--- src/rtl/row_select_seq.sv ---
// row_select_seq: sequenced row-select driver for the memory array.
//
// Accepts one row-access request at a time over a valid/ready handshake and
// runs a precharge -> wordline-assert -> recovery sequence. Every output except
// req_ready is registered. Requests whose address is >= ROWS are rejected with
// a one-cycle err pulse and never touch the wordlines.
//
// Optional feature (compile-time macro ROW_HIT_EN): remember the last completed
// row; an in-range request to that same row skips the precharge phase.
//
// Ports:
//   clk        clock, all logic on the rising edge
//   rst        synchronous, active-high reset
//   req_valid  request present
//   req_ready  block can accept a request (state IDLE and not in reset)
//   req_addr   row address
//   req_we     1 = write access, 0 = read access
//   sel        one-hot wordline select, all-zero when no wordline is driven
//   precharge  bitline precharge enable
//   we_out     write enable to column drivers, meaningful only while sel != 0
//   busy       high in any state other than IDLE
//   done       one-cycle pulse at the end of a completed access
//   err        one-cycle pulse for a rejected (out-of-range) request
module row_select_seq #(
    parameter int unsigned ADDR_W    = 3,
    parameter int unsigned ROWS      = 8,
    parameter int unsigned PRE_CYC   = 1,
    parameter int unsigned PULSE_CYC = 2
) (
    input  logic              clk,
    input  logic              rst,
    input  logic              req_valid,
    output logic              req_ready,
    input  logic [ADDR_W-1:0] req_addr,
    input  logic              req_we,
    output logic [ROWS-1:0]   sel,
    output logic              precharge,
    output logic              we_out,
    output logic              busy,
    output logic              done,
    output logic              err
);

    localparam int unsigned MaxCyc = (PRE_CYC > PULSE_CYC) ? PRE_CYC : PULSE_CYC;
    localparam int unsigned CntW   = $clog2(MaxCyc + 1);

    // Counter holds "cycles remaining after this one" in the current phase.
    localparam logic [CntW-1:0] PreLoad   = CntW'(PRE_CYC - 1);
    localparam logic [CntW-1:0] PulseLoad = CntW'(PULSE_CYC - 1);

    // ROWS fits in ADDR_W+1 bits because ROWS <= 2**ADDR_W.
    localparam logic [ADDR_W:0] RowsLim = (ADDR_W + 1)'(ROWS);

    typedef enum logic [1:0] {
        StIdle,
        StPrech,
        StAssert,
        StRecov
    } state_e;

    state_e            state_q, state_d;
    logic [CntW-1:0]   cnt_q, cnt_d;
    logic [ADDR_W-1:0] addr_q, addr_d;
    logic              we_q, we_d;

    logic [ROWS-1:0]   sel_q, sel_d;
    logic              precharge_q, precharge_d;
    logic              we_out_q, we_out_d;
    logic              busy_q, busy_d;
    logic              done_q, done_d;
    logic              err_q, err_d;

    logic              accept;
    logic              in_range;
    logic              row_hit;

    assign req_ready = (state_q == StIdle) & ~rst;
    assign accept    = req_valid & req_ready;
    assign in_range  = ({1'b0, req_addr} < RowsLim);

`ifdef ROW_HIT_EN
    logic [ADDR_W-1:0] last_row_q, last_row_d;
    logic              last_valid_q, last_valid_d;

    assign row_hit = last_valid_q & (req_addr == last_row_q);

    always_comb begin
        last_row_d   = last_row_q;
        last_valid_d = last_valid_q;
        if (err_d) begin
            last_valid_d = 1'b0;
        end else if (state_q == StRecov) begin
            // RECOV is the cycle done is high; the row is valid from the next one.
            last_valid_d = 1'b1;
            last_row_d   = addr_q;
        end
    end

    always_ff @(posedge clk) begin
        if (rst) begin
            last_row_q   <= '0;
            last_valid_q <= 1'b0;
        end else begin
            last_row_q   <= last_row_d;
            last_valid_q <= last_valid_d;
        end
    end
`else
    assign row_hit = 1'b0;
`endif

    // Next-state and next-output logic.
    always_comb begin
        state_d     = state_q;
        cnt_d       = cnt_q;
        addr_d      = addr_q;
        we_d        = we_q;
        err_d       = 1'b0;
        sel_d       = '0;
        precharge_d = 1'b0;
        we_out_d    = 1'b0;
        busy_d      = 1'b0;
        done_d      = 1'b0;

        unique case (state_q)
            StIdle: begin
                if (accept) begin
                    addr_d = req_addr;
                    we_d   = req_we;
                    if (!in_range) begin
                        err_d = 1'b1;
                    end else if (row_hit) begin
                        state_d = StAssert;
                        cnt_d   = PulseLoad;
                    end else begin
                        state_d = StPrech;
                        cnt_d   = PreLoad;
                    end
                end
            end
            StPrech: begin
                if (cnt_q == '0) begin
                    state_d = StAssert;
                    cnt_d   = PulseLoad;
                end else begin
                    cnt_d = cnt_q - 1'b1;
                end
            end
            StAssert: begin
                if (cnt_q == '0) begin
                    state_d = StRecov;
                    cnt_d   = '0;
                end else begin
                    cnt_d = cnt_q - 1'b1;
                end
            end
            StRecov: begin
                state_d = StIdle;
            end
            default: begin
                state_d = StIdle;
            end
        endcase

        // Outputs are registered from the next state so they line up with it.
        precharge_d = (state_d == StPrech);
        busy_d      = (state_d != StIdle);
        done_d      = (state_d == StRecov);
        if (state_d == StAssert) begin
            we_out_d = we_d;
            for (int i = 0; i < int'(ROWS); i++) begin
                sel_d[i] = (addr_d == ADDR_W'(i));
            end
        end
    end

    always_ff @(posedge clk) begin
        if (rst) begin
            state_q     <= StIdle;
            cnt_q       <= '0;
            addr_q      <= '0;
            we_q        <= 1'b0;
            sel_q       <= '0;
            precharge_q <= 1'b0;
            we_out_q    <= 1'b0;
            busy_q      <= 1'b0;
            done_q      <= 1'b0;
            err_q       <= 1'b0;
        end else begin
            state_q     <= state_d;
            cnt_q       <= cnt_d;
            addr_q      <= addr_d;
            we_q        <= we_d;
            sel_q       <= sel_d;
            precharge_q <= precharge_d;
            we_out_q    <= we_out_d;
            busy_q      <= busy_d;
            done_q      <= done_d;
            err_q       <= err_d;
        end
    end

    assign sel       = sel_q;
    assign precharge = precharge_q;
    assign we_out    = we_out_q;
    assign busy      = busy_q;
    assign done      = done_q;
    assign err       = err_q;

endmodule

--- config.mk ---
export PLATFORM = sky130hd
export DESIGN_NAME = row_select_seq
export DESIGN_NICKNAME = d
export VERILOG_FILES = /design/src/rtl/row_select_seq.sv
export SDC_FILE = /design/constraint.sdc
export NUM_CORES = 1
export LEC_CHECK = 0
export ABC_AREA = 1
export CORE_ASPECT_RATIO = 0.6
export CORE_MARGIN = 1.5
export CORE_UTILIZATION = 29
export CTS_CLUSTER_DIAMETER = 150
export DETAILED_ROUTE_END_ITERATION = 10
export GPL_ROUTABILITY_DRIVEN = 1
export GPL_TIMING_DRIVEN = 0
export RECOVER_POWER = 25
export SLEW_MARGIN = 20
export SYNTH_ARGS = -nofsm -noshare
export SYNTH_HDL_FRONTEND = slang
export SYNTH_SLANG_ARGS = --single-unit
export TNS_END_PERCENT = 50
--- constraint.sdc ---
create_clock -name clk -period 1.9 [get_ports clk]
set_input_delay 0.19 -clock clk [delete_from_list [all_inputs] [get_ports clk]]
set_output_delay 0.19 -clock clk [all_outputs]
set_load 0.005 [all_outputs]
* After elaboration in Yosys (flattened, before gate mapping)
Cells that the tools add are included.
Widths: inputs -> output; s select.
** Cells by class
- Equal/unequal tests :: 14
- Muxes and demuxes :: 12
- Bitwise logic cells :: 4
- Reductions and logical operators :: 7
- Add/sub/neg operators :: 1
** Operators with widths (count)
- $eq 3x3->1 const B :: 4
- $mux 2 :: 6
- $eq 2x2->1 const B :: 4
- $pmux 2 s4 :: 1
- $eq 3x2->1 const B :: 2
- $mux 3 :: 2
- $pmux 2 s3 :: 1
- $eq 2x1->1 const B :: 2
- $logic_not 2->1 :: 2
- $eq 3x1->1 const B :: 1
- $logic_not 3->1 :: 1
- $reduce_bool 3->1 :: 1
- $and 1x1->1 :: 2
- $mux 1 :: 2
- $ne 2x2->1 const B :: 1
- $not 1->1 :: 2
- $reduce_and 2->1 :: 1
- $reduce_bool 2->1 :: 1
- $reduce_or 2->1 :: 1
- $sub 2x1->2 const B :: 1
** Word-level totals
- Output and inout port bits :: 14
- Register bits after elaboration :: 20
- Word-level logic and storage cells :: 47

* Depth between registers and ports, before layout
- Depth in word-level cells :: 8
- Gate-level depth with buffers :: 10
- Gate-level depth less buffers :: 10

* Worst setup path before layout
Ideal clock, no wire load.
- Path kind :: register to register
- Start point :: register state_q[1]
- End point :: register sel_q[0], in the netlist sel[0]
- Data arrival time :: 1327 ps
- Stages on the path, launching flop included :: 9
- Period minus slack after synthesis :: 1391 ps
- Slack :: 509 ps
- Library setup time :: 64 ps
- Path through :: dfxtp_1 -> inv_1 -> ha_1 -> or2_2 -> nand3_1 -> nand2_1 -> inv_1 -> nand2_4 -> nor2_1
** On the way
- Cells in the longest elaborated chain, start to end :: 8
- Elaborated cells on any way between the ends :: 16
** Ends and longest elaborated chain
- start, declared :: line 61 : state_e state_q, state_d;
- start signal, assigned :: line 179 : state_q <= StIdle;
- start signal, assigned :: line 190 : state_q <= state_d;
- $logic_not 2->1 :: line 77, 125
- $and 1x1->1 :: line 77 : assign req_ready = (state_q == StIdle) & ~rst;
- $and 1x1->1 :: line 78 : assign accept = req_valid & req_ready;
- $mux 2 :: line 127 : if (accept) begin
- $pmux 2 s4 :: line 125 : unique case (state_q)
- $eq 2x2->1 :: line 169 : if (state_d == StAssert) begin
- $not 1->1 (no line)
- $reduce_or 2->1 (no line)
- end signal, assigned :: line 194 : sel_q <= sel_d;
- end, declared :: line 66 : logic [ROWS-1:0] sel_q, sel_d;
Several ways; a longest one is shown, not always the timed one.
A chain may end at the register's enable or synchronous reset.

* Worst setup path in the final report
- Start point :: register state_q[0]
- End point :: output req_ready
** On the way
- Cells in the longest elaborated chain, start to end :: 2
** Ends and longest elaborated chain
- $logic_not 2->1 :: line 77
- $and 1x1->1 :: line 77
- end, declared :: line 33 : output logic req_ready,
Every way passes these cells.

==> impl_metrics.toml <==
[run_status]
status = "completed"

[cells_and_area]
regArea_um2 = 402
area_growth_pct = 31.4
fin_nets = 144
drive_gt1_share_pct = 16.3
mostFrequentLayoutCells = "21 x nor2_1, 19 x dfxtp_1, 18 x nand2_1"
n_antenna_cell = 0
fill_cells = 310
final_common_cell = "nor2_1"
multi_input_area_um2 = 417
final_util_pct = 40.2

[drt]
drtAntennaViolNets = 0
vias = 716
drt_iter0_markers = 21
wirelength_mm = 1.71
viasPerCell = 4.19
wl_per_cell_um = 9.98
drc_errors = 0
drt_pass1_iterations = 4

[hold_path]
hold_class = "input pin to flip-flop"
min_from = "rst"
min_path_cells = 2
min_to = "addr_q[0]"

[cts]
cts_sinks = 20
clk_path_buf_depth = 2
cts_root_buf = "clkbuf_8"
tritoncts = "built"
cts_buffers = 3
clk_pin_slew_ns = 0.06
clk_latency_ns = 0.25
postCtsSetupBuffers = 0
cts_max_level = 1

[setup_path]
worstReg2RegStart = "state_q[0]"
required_ns = 1.71
path_buf_inv = 3
max_stage_delay_ns = 0.50
cpMaxStageDelayCell = "clkdlybuf4s50_1"
r2r_slack_ns = 0.38
crit_path_end_kind = "output pin"
path_delay_family = "buffers and inverters"
r2r_end = "sel[4]"
cp.arrival_ns = 1.62
cp_max_fo = 6
path_class = "flip-flop to output pin"
critPathLaunchType = "flip-flop"
rr_worst_depth = 8
cp_cell_sequence = "inv_2 -> ha_2 -> inv_1 -> nor2_4 -> clkdlybuf4s50_1"

[global_route]
grt_antenna_before_repair = 0
grt-ovfl-total = 0
grt_max_degree = 11
grt_first_pass_wirelength_mm = 2.73
first_global_vias = 601
track_usage_pct = 11.4

[yosys]
avgSynthCellArea_um2 = 8.18
yosysUniqueCellTypes = 22
synth_area_um2 = 883
syn_inst = 108
yosys.area_share.adder_pct = 8.50
synth_top_family_by_area = "simple AND/OR/NAND/NOR gates"
ys_warn_count = 0
ys_seq_area_share_pct = 45.3
synthMuxAreaShare_pct = 1.13
synth_nets = 121
synth-xor-area-share_pct = 0
synth_compound_area_share_pct = 6.23
synth_simple_gate_area_share_pct = 30.6
ys_ff_latch = 20

[sta]
period_share_pct = 95.2
fin_hold_ws_ns = 0.169
hold_viol = 0
period_minus_slack_ns = 1.81
setup_ws_ns = 0.0904
setup_viol = 0
finalClockSkew_ns = 0.00139
fmax_mhz = 553
tns_ns = 0
rsz0062_at_grt = "false"
slew_viol_final = 0

[pwr]
ir_drop_uv = 517
p_leak_nw = 0.523
powerDensity_nw_per_um2 = 1320

[floorplan]
ios = 21
die-height_um = 45.8
die_area_um2 = 3400
coreArea_um2 = 2890
die_w_um = 74.3
rows = 15
initial_core_util_pct = 30.6

[place]
globalplace.congestion = 0.742
dp_slack_ns = 0.256
hpwlAfterDp_mm = 1.37
port_buffers = 18

[flow_run]
maxCapViolCount = 0
layout make-up:
| type | count | area share (%) |
|---|---|---|
| multi-input combinational | 74 | 35.9 |
| sequential | 20 | 34.6 |
| timing repair buffer | 18 | 15.5 |
| tap | 42 | 4.53 |
| inverter | 12 | 4.31 |
| clock buffer | 3 | 3.56 |
| buffer | 2 | 1.62 |
how the worst max path moves through the flow:
stage / start / endpoint / slack [ns] / cells past startpoint
6_report: state_q[0] / req_ready / 0.09 / 5
5_1_grt: state_q[0] / req_ready / 0.03 / 5
4_1_cts: state_q[0] / req_ready / 0.004 / 5
3_5_place_dp: state_q[0] / req_ready / 0.26 / 5
3_3_place_gp: state_q[0] / req_ready / 0.28 / 5
2_1_floorplan: state_q[1] / sel[0] / 0.51 / 8
repair_timing:
| item | CTS | global route |
|---|---|---|
| setup endpoints to repair | 1 | 1 |
| hold buffers | 0 | 0 |
| resized for setup | 1 | 3 |
cells by family (layout without fill, tap and decap cells):
group           after synthesis  count (layout)
fa+ha+maj                     6               6
buf+inv                      14              35
compound gates               10              10
mux                           1               1
other cells                   1               1
flops                        20              20
simple gates                 56              56
Yosys cell counts:
| cell type | number | share of area [%] |
|---|---|---|
| nand2_2 | 4 | 2.8 |
| o21bai_1 | 1 | 0.85 |
| nand3_4 | 1 | 2.0 |
| nor2_2 | 1 | 0.71 |
| a21oi_1 | 2 | 1.1 |
| nand3_1 | 7 | 4.0 |
| o21a_1 | 1 | 0.85 |
| nand2_1 | 18 | 7.6 |
| nand2_4 | 1 | 1.3 |
| inv_6 | 1 | 0.99 |
| dfxtp_1 | 20 | 45 |
| mux2i_1 | 1 | 1.1 |
| inv_1 | 10 | 4.2 |
| nor2_4 | 2 | 2.5 |
| ha_1 | 6 | 8.5 |
| or2_2 | 1 | 0.71 |
| buf_6 | 1 | 1.3 |
| o21ai_0 | 6 | 3.4 |
| buf_4 | 1 | 0.85 |
| nor2_1 | 21 | 8.9 |
| conb_1 | 1 | 0.42 |
| inv_2 | 1 | 0.42 |
registers in the layout, indices dropped and copies added (netlist names):
register and flops:
we_out 1, busy 1, precharge 1, addr_q 3, sel 8, cnt_q 2
done 1, we_q 1, state_q 2
worst reg2reg max path, stage by stage (launching register included):
cell	delay [ns]
dfxtp_1	0.38
inv_2	0.09
ha_1	0.22
or2_2	0.32
nand3_1	0.09
nand2_1	0.06
inv_1	0.09
nand2_4	0.09
nor2_1	0.10
metal layers:
metal | share of wire (%) | up-vias | wire [µm] | GRT usage (%)
li1 | - | 376 | - | -
met1 | 56 | 326 | 964 | 16.5
met2 | 38 | 12 | 656 | 13.6
met3 | 4.2 | 2 | 71 | 4.65
met4 | 0.82 | 0 | 14 | 6.55
met5 | 0 | - | 0 | 0
power by group:
part	leakage, nW	total [mW]	internal (mW)	switching, mW
sequential	0.163	0.556	0.501	0.0551
clock	0.0216	0.264	0.141	0.123
combinational	0.339	0.710	0.289	0.422
through the flow:
step,instance area [µm²],std cells,power [mW]
6_report,1160,171,1.53
4_1_cts,1160,171,1.55
3_5_place_dp,1120,168,1.27
5_1_grt,1160,171,1.66
3_3_place_gp,1120,168,1.25
2_1_floorplan,883,108,1.07
(Power assumes the default switching activity.)
==> RTL edit: new RTL, same flow settings <==
The 4 states of `state_e` get a one-hot encoding in 4 bits.
--- a/src/rtl/row_select_seq.sv
+++ b/src/rtl/row_select_seq.sv
@@ -51,11 +51,11 @@
     // ROWS fits in ADDR_W+1 bits because ROWS <= 2**ADDR_W.
     localparam logic [ADDR_W:0] RowsLim = (ADDR_W + 1)'(ROWS);
 
-    typedef enum logic [1:0] {
-        StIdle,
-        StPrech,
-        StAssert,
-        StRecov
+    typedef enum logic [3:0] {
+        StIdle   = 4'b0001,
+        StPrech  = 4'b0010,
+        StAssert = 4'b0100,
+        StRecov  = 4'b1000
     } state_e;
 
     state_e            state_q, state_d;
Function: no difference found for any inputs over 10 cycles, from zero or initial values and one cycle with rst high; not proved beyond that.
==> RTL edit against the original RTL <==
Routed wire length up 5.9%; sequential cell count is 2 higher; setup slack better by 0.13 ns; maximum frequency rose by 7.9%; largest cell class is now registers; area after synthesis up 2.3%; highest routed layer unchanged; design area increased by 0.32%; via count is 6.6% higher.
Power is not compared: it rests on default switching activity, and its combinational part moved more than twofold at a synthesized area within 25%.
==> RTL edit: results (changes against the original RTL) <==
- Clk_lat worst skew: 0.27 ns (+0.02 ns)
- Sequential cells: 22 (+10%)
- Initial DRC count: 59 (+180%)
- Inverters: 15 (+3)
- Multi-input combinational area share: 30.1% (-5.8 points)
- Multi-input gates: 72 (-2.7%)
- Worst Path Arrival: 1.49 ns (-0.13 ns)
- Data buffer area share: 17.8% (+0.70 points)
- Area Growth Syn to Fin: 28.9%
- CP peak stage delay: 0.52 ns (+0.02 ns)
- Worst R2R Path Depth: 7 (-1)
- Clock network area share: 4.73% (+1.2 points)
- Min-Delay Endpoint: addr_q[2]$_SDFF_PP0_
- Critical path fanouts, max: 5 (-1)
- Wire length on met2: 738 µm (+13%)
- Clk_skew: 0.00353 ns (+0.00214 ns)
- Critical R2R Capture: sel[2]$_SDFF_PP0_
- Total GRT Usage: 11.0% (-0.39 points)
- Synthesized area: 903 µm² (+2.3%)
- Outcome: completed
- Fillers: 300 (-3.2%)
- Met3 GRT Util: 5.25% (+0.61 points)
- Critical path launch point: state_q[1]$_SDFF_PP0_
- Commonest cells in the netlist: 22 x dfxtp_1, 20 x nand2_1, 16 x nor2_1
- Synth Area in Adders: 0% (-8.5 points)
RTL edit: cell count changes after synthesis, moves of 2 or more:
cell / unedited run / this run
a21oi_1: 2 / 4
nand2_2: 4 / 8
o21ai_0: 6 / 2
nor3_1: 0 / 3
dfxtp_1: 20 / 22
nor2_1: 21 / 16
ha_1: 6 / 0
nand4_1: 0 / 6
nand2_1: 18 / 20
nand3_1: 7 / 4
inv_1: 10 / 13
RTL edit: critical path: cells and delay by family, from the launching register on:
kind | cells | cell delay, ns
AND/OR/NAND/NOR | 2 | 0.25
flip-flops | 1 | 0.37
buffers and inverters | 2 | 0.60
RTL edit: stage by stage:
| step | util, % | worst slack [ns] | instances |
|---|---|---|---|
| 2_1_floorplan | - | 0.828 | 113 |
| 3_3_place_gp | 39.1 | 0.321 | 173 |
| 3_5_place_dp | 39.1 | 0.325 | 173 |
| 4_1_cts | 40.9 | 0.211 | 177 |
| 5_1_grt | 40.0 | 0.151 | 177 |
| 6_report | 40.0 | 0.222 | 177 |
